<file path="src/rtl/ext_mem_bridge_if.sv">
// ext_mem_bridge_if: reqrsp request/response channel between a requester and
// the external memory bridge.
//   q_* : request  (valid/ready, byte address, write flag, write data, strobes)
//   p_* : response (valid/ready, read data, error flag)
// Modports: master drives requests, slave drives responses.
interface ext_mem_bridge_if #(
  parameter int unsigned DATA_WIDTH = 32,
  parameter int unsigned ADDR_WIDTH = 32
) ();
  logic                    q_valid;
  logic                    q_ready;
  logic [ADDR_WIDTH-1:0]   q_addr;
  logic                    q_write;
  logic [DATA_WIDTH-1:0]   q_data;
  logic [DATA_WIDTH/8-1:0] q_strb;
  logic                    p_valid;
  logic                    p_ready;
  logic [DATA_WIDTH-1:0]   p_data;
  logic                    p_error;

  modport master (
    output q_valid, q_addr, q_write, q_data, q_strb, p_ready,
    input  q_ready, p_valid, p_data, p_error
  );

  modport slave (
    input  q_valid, q_addr, q_write, q_data, q_strb, p_ready,
    output q_ready, p_valid, p_data, p_error
  );
endinterface

</file>
<file path="src/rtl/ext_mem_bridge.sv">
// ext_mem_bridge: reqrsp slave port to NUM_BANKS word-interleaved SRAM banks.
// Requests inside [BASE_ADDR, BASE_ADDR+MEM_SIZE) are issued to the selected
// bank in the acceptance cycle; out-of-range requests return an error response.
// Responses flow through a RD_LATENCY-deep tracking pipeline into a
// first-word fall-through FIFO; acceptance is credit-limited so the FIFO can
// never overflow.
// Ports:
//   clk_i, rst_ni  : clock, asynchronous active-low reset
//   bus            : reqrsp slave (ext_mem_bridge_if.slave)
//   mem_en_o       : per-bank enable (one-hot or zero)
//   mem_we_o       : write enable
//   mem_be_o       : byte enables (all-ones for reads)
//   mem_addr_o     : word address within a bank
//   mem_wdata_o    : write data
//   mem_rdata_i    : read data, bank k at slice k
// Optional (macro SOPHON_EXT_MEM_STAT_EN): stat_rd_o, stat_wr_o, stat_err_o
// saturating counters of accepted reads, writes and out-of-range accesses.
module ext_mem_bridge #(
  parameter int unsigned           DATA_WIDTH = 32,
  parameter int unsigned           ADDR_WIDTH = 32,
  parameter logic [ADDR_WIDTH-1:0] BASE_ADDR  = 32'h0000_1000,
  parameter logic [ADDR_WIDTH-1:0] MEM_SIZE   = 32'h0002_0000,
  parameter int unsigned           NUM_BANKS  = 2,
  parameter int unsigned           RD_LATENCY = 1,
  parameter int unsigned           RSP_DEPTH  = 2,
  localparam int unsigned          BYTES      = DATA_WIDTH / 8,
  localparam int unsigned          BW         = $clog2(MEM_SIZE / (NUM_BANKS * BYTES))
) (
  input  logic                            clk_i,
  input  logic                            rst_ni,
  ext_mem_bridge_if.slave                 bus,
  output logic [NUM_BANKS-1:0]            mem_en_o,
  output logic                            mem_we_o,
  output logic [BYTES-1:0]                mem_be_o,
  output logic [BW-1:0]                   mem_addr_o,
  output logic [DATA_WIDTH-1:0]           mem_wdata_o,
  input  logic [NUM_BANKS*DATA_WIDTH-1:0] mem_rdata_i
`ifdef SOPHON_EXT_MEM_STAT_EN
  ,
  output logic [31:0]                     stat_rd_o,
  output logic [31:0]                     stat_wr_o,
  output logic [15:0]                     stat_err_o
`endif
);

  localparam int unsigned OFF_BITS  = $clog2(BYTES);
  localparam int unsigned BANK_BITS = $clog2(NUM_BANKS);
  localparam int unsigned BIW       = (NUM_BANKS > 1) ? BANK_BITS : 1;
  localparam int unsigned PW        = (RSP_DEPTH > 1) ? $clog2(RSP_DEPTH) : 1;
  localparam int unsigned CW        = $clog2(RSP_DEPTH + RD_LATENCY + 1) + 1;
  localparam int unsigned LAST      = RD_LATENCY - 1;

  // Held low through reset so no request is taken before the first clock.
  logic ready_en_q;

  always_ff @(posedge clk_i or negedge rst_ni) begin
    if (!rst_ni) ready_en_q <= 1'b0;
    else         ready_en_q <= 1'b1;
  end

  // ---------------- Address decode ----------------
  logic [ADDR_WIDTH-1:0] off;
  logic [ADDR_WIDTH-1:0] word;
  logic                  in_range;
  logic [BIW-1:0]        bank;

  assign off      = bus.q_addr - BASE_ADDR;
  assign in_range = (bus.q_addr >= BASE_ADDR) && (off < MEM_SIZE);
  assign word     = off >> OFF_BITS;
  assign bank     = BIW'(word % NUM_BANKS);

  // ---------------- Credit / acceptance ----------------
  logic [RD_LATENCY-1:0] stg_vld_q;
  logic [RD_LATENCY-1:0] stg_we_q;
  logic [RD_LATENCY-1:0] stg_err_q;
  logic [BIW-1:0]        stg_bank_q [RD_LATENCY];

  logic [CW-1:0] cnt_q, cnt_d;
  logic [CW-1:0] inflight;
  logic [CW-1:0] used;
  logic          q_ready;
  logic          accept;
  logic          push;
  logic          pop;
  logic          p_valid;

  assign p_valid = (cnt_q != '0);
  assign pop     = p_valid && bus.p_ready;
  assign push    = stg_vld_q[LAST];

  always_comb begin
    inflight = '0;
    for (int unsigned i = 0; i < RD_LATENCY; i++) begin
      inflight = inflight + CW'(stg_vld_q[i]);
    end
  end

  // A pop in this cycle frees its slot immediately.
  assign used    = inflight + cnt_q - CW'(pop);
  assign q_ready = ready_en_q && (used < CW'(RSP_DEPTH));
  assign accept  = bus.q_valid && q_ready;

  assign bus.q_ready = q_ready;

  // ---------------- Memory issue ----------------
  assign mem_en_o    = (accept && in_range) ? (NUM_BANKS'(1) << bank) : '0;
  assign mem_we_o    = bus.q_write;
  assign mem_be_o    = bus.q_write ? bus.q_strb : '1;
  assign mem_addr_o  = BW'(word >> BANK_BITS);
  assign mem_wdata_o = bus.q_data;

  // ---------------- Tracking pipeline ----------------
  always_ff @(posedge clk_i or negedge rst_ni) begin
    if (!rst_ni) begin
      stg_vld_q <= '0;
      stg_we_q  <= '0;
      stg_err_q <= '0;
      for (int unsigned i = 0; i < RD_LATENCY; i++) begin
        stg_bank_q[i] <= '0;
      end
    end else begin
      stg_vld_q[0]  <= accept;
      stg_we_q[0]   <= bus.q_write;
      stg_err_q[0]  <= !in_range;
      stg_bank_q[0] <= bank;
      for (int unsigned i = 1; i < RD_LATENCY; i++) begin
        stg_vld_q[i]  <= stg_vld_q[i-1];
        stg_we_q[i]   <= stg_we_q[i-1];
        stg_err_q[i]  <= stg_err_q[i-1];
        stg_bank_q[i] <= stg_bank_q[i-1];
      end
    end
  end

  logic [DATA_WIDTH-1:0] push_data;

  assign push_data = (stg_we_q[LAST] || stg_err_q[LAST]) ? '0
                   : mem_rdata_i[stg_bank_q[LAST]*DATA_WIDTH +: DATA_WIDTH];

  // ---------------- Response FIFO (first-word fall-through) ----------------
  logic [DATA_WIDTH-1:0] fifo_data_q [RSP_DEPTH];
  logic                  fifo_err_q  [RSP_DEPTH];
  logic [PW-1:0]         wr_ptr_q, rd_ptr_q;
  logic [PW-1:0]         wr_ptr_nxt, rd_ptr_nxt;

  assign wr_ptr_nxt = (wr_ptr_q == PW'(RSP_DEPTH - 1)) ? '0 : wr_ptr_q + 1'b1;
  assign rd_ptr_nxt = (rd_ptr_q == PW'(RSP_DEPTH - 1)) ? '0 : rd_ptr_q + 1'b1;
  assign cnt_d      = cnt_q + CW'(push) - CW'(pop);

  always_ff @(posedge clk_i or negedge rst_ni) begin
    if (!rst_ni) begin
      wr_ptr_q <= '0;
      rd_ptr_q <= '0;
      cnt_q    <= '0;
    end else begin
      if (push) wr_ptr_q <= wr_ptr_nxt;
      if (pop)  rd_ptr_q <= rd_ptr_nxt;
      cnt_q <= cnt_d;
    end
  end

  // Storage needs no reset: outputs are masked while the FIFO is empty.
  always_ff @(posedge clk_i) begin
    if (push) begin
      fifo_data_q[wr_ptr_q] <= push_data;
      fifo_err_q[wr_ptr_q]  <= stg_err_q[LAST];
    end
  end

  assign bus.p_valid = p_valid;
  assign bus.p_data  = p_valid ? fifo_data_q[rd_ptr_q] : '0;
  assign bus.p_error = p_valid ? fifo_err_q[rd_ptr_q] : 1'b0;

`ifdef SOPHON_EXT_MEM_STAT_EN
  // ---------------- Saturating statistics ----------------
  logic [31:0] stat_rd_q;
  logic [31:0] stat_wr_q;
  logic [15:0] stat_err_q;

  always_ff @(posedge clk_i or negedge rst_ni) begin
    if (!rst_ni) begin
      stat_rd_q  <= '0;
      stat_wr_q  <= '0;
      stat_err_q <= '0;
    end else if (accept) begin
      if (!bus.q_write && (stat_rd_q != '1)) stat_rd_q  <= stat_rd_q + 32'd1;
      if (bus.q_write && (stat_wr_q != '1))  stat_wr_q  <= stat_wr_q + 32'd1;
      if (!in_range && (stat_err_q != '1))   stat_err_q <= stat_err_q + 16'd1;
    end
  end

  assign stat_rd_o  = stat_rd_q;
  assign stat_wr_o  = stat_wr_q;
  assign stat_err_o = stat_err_q;
`endif

endmodule

</file>
<file path="src/flat_wrapper.sv">
// flat-port wrapper written by rule: the top's interface ports become plain ports
module ext_mem_bridge_flat 
#(
  parameter int unsigned           DATA_WIDTH = 32,
  parameter int unsigned           ADDR_WIDTH = 32,
  parameter logic [ADDR_WIDTH-1:0] BASE_ADDR  = 32'h0000_1000,
  parameter logic [ADDR_WIDTH-1:0] MEM_SIZE   = 32'h0002_0000,
  parameter int unsigned           NUM_BANKS  = 2,
  parameter int unsigned           RD_LATENCY = 1,
  parameter int unsigned           RSP_DEPTH  = 2,
  localparam int unsigned          BYTES      = DATA_WIDTH / 8,
  localparam int unsigned          BW         = $clog2(MEM_SIZE / (NUM_BANKS * BYTES))
)
  (clk_i, rst_ni, mem_en_o, mem_we_o, mem_be_o, mem_addr_o, mem_wdata_o, mem_rdata_i, bus_q_valid, bus_q_addr, bus_q_write, bus_q_data, bus_q_strb, bus_p_ready, bus_q_ready, bus_p_valid, bus_p_data, bus_p_error);
  ext_mem_bridge_if #(.DATA_WIDTH(DATA_WIDTH), .ADDR_WIDTH(ADDR_WIDTH)) bus_i ();
  input  logic clk_i;
  input  logic rst_ni;
  output logic [NUM_BANKS-1:0] mem_en_o;
  output logic mem_we_o;
  output logic [BYTES-1:0] mem_be_o;
  output logic [BW-1:0] mem_addr_o;
  output logic [DATA_WIDTH-1:0] mem_wdata_o;
  input  logic [NUM_BANKS*DATA_WIDTH-1:0] mem_rdata_i;
  input wire logic [$bits(bus_i.q_valid)-1:0] bus_q_valid;
  input wire logic [$bits(bus_i.q_addr)-1:0] bus_q_addr;
  input wire logic [$bits(bus_i.q_write)-1:0] bus_q_write;
  input wire logic [$bits(bus_i.q_data)-1:0] bus_q_data;
  input wire logic [$bits(bus_i.q_strb)-1:0] bus_q_strb;
  input wire logic [$bits(bus_i.p_ready)-1:0] bus_p_ready;
  output wire logic [$bits(bus_i.q_ready)-1:0] bus_q_ready;
  output wire logic [$bits(bus_i.p_valid)-1:0] bus_p_valid;
  output wire logic [$bits(bus_i.p_data)-1:0] bus_p_data;
  output wire logic [$bits(bus_i.p_error)-1:0] bus_p_error;
  assign bus_i.q_valid = bus_q_valid;
  assign bus_i.q_addr = bus_q_addr;
  assign bus_i.q_write = bus_q_write;
  assign bus_i.q_data = bus_q_data;
  assign bus_i.q_strb = bus_q_strb;
  assign bus_i.p_ready = bus_p_ready;
  assign bus_q_ready = bus_i.q_ready;
  assign bus_p_valid = bus_i.p_valid;
  assign bus_p_data = bus_i.p_data;
  assign bus_p_error = bus_i.p_error;
  ext_mem_bridge #(.DATA_WIDTH(DATA_WIDTH), .ADDR_WIDTH(ADDR_WIDTH), .BASE_ADDR(BASE_ADDR), .MEM_SIZE(MEM_SIZE), .NUM_BANKS(NUM_BANKS), .RD_LATENCY(RD_LATENCY), .RSP_DEPTH(RSP_DEPTH)) u_core (.clk_i(clk_i), .rst_ni(rst_ni), .bus(bus_i), .mem_en_o(mem_en_o), .mem_we_o(mem_we_o), .mem_be_o(mem_be_o), .mem_addr_o(mem_addr_o), .mem_wdata_o(mem_wdata_o), .mem_rdata_i(mem_rdata_i));
endmodule
</file>
<file path="config.mk">
export PLATFORM = sky130hd
export DESIGN_NAME = ext_mem_bridge_flat
export DESIGN_NICKNAME = d
export VERILOG_FILES = /design/src/rtl/ext_mem_bridge_if.sv /design/src/rtl/ext_mem_bridge.sv /design/src/flat_wrapper.sv
export SDC_FILE = /design/constraint.sdc
export NUM_CORES = 1
export LEC_CHECK = 0
export CORE_UTILIZATION = 39
export CTS_CLUSTER_DIAMETER = 120
export DETAILED_ROUTE_END_ITERATION = 7
export GPL_ROUTABILITY_DRIVEN = 0
export MAX_ROUTING_LAYER = met4
export PLACE_DENSITY_LB_ADDON = 0.3
export SYNTH_ARGS = -nofsm -noshare
export SYNTH_HDL_FRONTEND = slang
export SYNTH_SLANG_ARGS = --single-unit
</file>
<file path="constraint.sdc">
create_clock -name clk_i -period 3.7 [get_ports clk_i]
set_clock_uncertainty 0.1 [all_clocks]
set_input_delay 0.37 -clock clk_i [delete_from_list [all_inputs] [get_ports clk_i]]
set_output_delay 0.37 -clock clk_i [all_outputs]
set_load 0.02 [all_outputs]
</file>
==> flow_summary.yaml <==
run_status:
  status: "complete, no violations"
timing:
  finalSetupTns_ns: 0
  clock.fmax_mhz: 281
  fin_ws_ns: 0.144
  grt_setup_unrepaired: "false"
  finalHoldViolations: 0
  setup_viol: 0
  slew_headroom_pct: 29.9
  worst_pin_slew_ns: 1.05
  drv_slew: 0
  period_needed_ns: 3.56
  period_share_pct: 96.1
cells_and_area:
  fillers: 857
  area_delta_synth_final_pct: 37.2
  nNetsFinal: 585
  drive_gt1_share_pct: 10.5
  fin_cells: 582
  antennaDiodeCount: 0
worst_setup_path:
  crit_path_top_delay_cell: "dfrtp_1"
  path_cells: "nor3_4 -> inv_2 -> and2_4 -> ha_4 -> inv_1 -> ha_2 -> fa_2 -> xor2_2 -> xnor2_2 -> nor3b_2 -> and2_4 -> and4b_1 -> buf_6"
  worstSetupPathType: "reg2out"
  worst_setup_path_start_kind: "flip-flop"
  crit_arrival_ns: 3.09
  worst_path_largest_cell_delay_ns: 0.42
  end_kind: "output port"
  crit_required_ns: 3.23
  crit_top_cell: "and2_4"
  worstPathMaxFanout: 3
drt:
  ant_nets: 0
  vias: 2862
  firstDrtPassIters: 5
  routedLengthMet1_mm: 3.59
  drt-initial-drc-count: 61
  drt-vias-per-instance: 4.92
  wl_per_cell_um: 15.4
  wirelength_mm: 8.99
  drcViolationCount: 0
  top_layer: "met4"
  wl_met3_um: 614
  wl_met2_mm: 4.54
clocking:
  cts_made_buffers: 9
  cts_hold_buf: 0
  cts.sinks: 76
  clock_latency_ns: 0.33
  htree_levels: 3
  cts_tree: "done"
  path_clk_slew_ns: 0.08
  cts-root-buf: "clkbuf_8"
  cts_buffer_depth: 2
global_routing:
  grt_max_degree: 35
  grt_pass1_vias: 3029
  antenna_found_initial: 0
  grt_usage_pct: 17.4
  grt_overflow: 0
  grt_pass1_wl_mm: 14.3
power_and_ir_drop:
  peakVddDrop_v: 0.000444
  power_density_nw_per_um2: 580
  p_leak_nw: 2.13
die:
  ioPinCount: 225
  core_um2: 9950
  die_h_um: 104
  rows: 36
  dieArea_um2: 10900
  start_util_pct: 40.9
  die_w_um: 104
synth:
  synth_seq_cells: 76
  synthSimpleGateAreaFrac_pct: 13.3
  avgSynthCellArea_um2: 11.9
  synth-main-ff-cell: "edfxtp_1"
  synth-compound-area-share_pct: 1.57
  synth.top_cell.area_share_pct: 48.6
  syn_inst: 342
  synth_top_family_by_area: "multiplexers"
  synth_area_leaders: "edfxtp_1, mux2i_1, buf_4"
  yosysTopAreaCell: "edfxtp_1"
  yosysMostFrequentCell: "nor2_1"
  yosys_warnings: 0
  synth_edf_count: 66
  synthTopCellsByCount: "nor2_1, edfxtp_1, mux2i_1"
  synth_area_um2: 4070
  async_reset_ff_share_pct: 13.2
  syn_nets: 483
  synthAdderAreaFrac_pct: 1.41
  yosysSeqAreaShare_pct: 54.8
  synthMuxAreaShare_pct: 16.0
  synth_xor_area_share_pct: 2.79
  synth_cell_types: 38
placed_design:
  io_buffers: 140
  dp_cells: 563
  dpl.hpwl_mm: 6.08
  post-place-ws_ns: -0.0996
flow_run:
  maxCapViolations: 0
worst_hold_path:
  hold_class: "in2async"
critical path: cells and delay by family, from the launching register on:
kind                       cells  cell delay [ns]
adders and majority gates      3             0.80
and+or+nand+nor                5             0.97
buffers and inverters          3             0.20
xor gates and xnor gates       2             0.37
DFF                            1             0.42
per-stage QoR:
step	hold WS [ns]	utilization [%]	area [um^2]	total power (W)
final	0.255	56.1	5590	0.00324
after global routing	0.291	56.1	5590	0.00342
after CTS	0.268	55.6	5530	0.00322
after detailed placement	0.362	53.6	5340	0.00259
after global placement	0.355	53.6	5340	0.00257
after floorplan	-0.0256	-	4080	0.00198
cell type report:
type | count | area, um^2 | area share [%]
flip-flops and latches | 76 | 2230 | 40.0
multi-input cells | 200 | 1500 | 26.8
clock inverters | 5 | 61.3 | 1.10
clock buffers | 11 | 131 | 2.35
inverters | 8 | 30.0 | 0.537
repair buffers | 149 | 1470 | 26.3
well taps | 133 | 166 | 2.98
registers in the layout (all words and copies together) (netlist names):
register	count
u_core.fifo_data_q	64
u_core.cnt_q	3
u_core.fifo_err_q	2
u_core.push	1
u_core.rd_ptr_q	1
u_core.ready_en_q	1
u_core.stg_bank_q	1
u_core.stg_err_q	1
u_core.stg_we_q	1
u_core.wr_ptr_q	1
kinds of logic (layout without fill, tap and decap cells):
logic type	Yosys count	count (layout)
compound gates	8	8
xor+xnor	13	13
fa+ha+maj	4	4
buf+inv	66	173
flops	76	76
mux	65	65
other cells	1	1
simple gates	109	109
timing repair:
item,CTS,global route
setup buffers,2,1
pin swaps,0,8
endpoints found under the setup margin,3,2
gates resized for setup,9,12
where the power goes:
part / leakage, nW / switching, W / internal [W]
registers: 0.728 / 0.000159 / 0.00107
logic: 1.32 / 0.000669 / 0.000720
clock network: 0.0862 / 0.000306 / 0.000315
total: 2.13 / 0.00113 / 0.00211
cells in the final DEF, fill, tap and decap left out, types with 2 or more instances in the layout:
| master | count |
|---|---|
| a31oi_1 | 2 |
| and2_4 | 2 |
| buf_4 | 9 |
| buf_6 | 2 |
| clkbuf_1 | 2 |
| clkbuf_8 | 9 |
| clkdlybuf4s50_1 | 137 |
| clkinvlp_4 | 3 |
| dfrtp_1 | 8 |
| dfrtp_2 | 2 |
| edfxtp_1 | 66 |
| inv_1 | 7 |
| mux2i_1 | 65 |
| nand2_1 | 5 |
| nand2b_1 | 4 |
| nand4_1 | 3 |
| nand4b_1 | 2 |
| nor2_1 | 70 |
| nor3_1 | 5 |
| nor4_1 | 2 |
| nor4_2 | 2 |
| or2_2 | 2 |
| xnor2_1 | 3 |
| xor2_1 | 8 |
routing by layer:
metal  global-route usage, %  vias to the layer above
met4                    7.45                        0
met3                    4.89                       35
li1                        -                     1370
met5                       -                        -
met2                    31.0                      112
met1                    17.9                     1345
worst paths after layout:
kind                             startpoint                   end  slack (ns)  cells past startpoint
setup / recovery            u_core.cnt_q[0]           mem_en_o[0]        0.14                     13
hold / removal                       rst_ni     u_core.ready_en_q        0.26                      1
setup reg to reg            u_core.cnt_q[0]           u_core.push        1.12                     11
hold reg to reg            u_core.stg_err_q  u_core.fifo_err_q[1]        0.37                      0
max in group asynchronous            rst_ni     u_core.stg_bank_q        2.89                      1
min in group clk_i         u_core.stg_err_q  u_core.fifo_err_q[1]        0.37                      0
(Power assumes the default switching activity.)
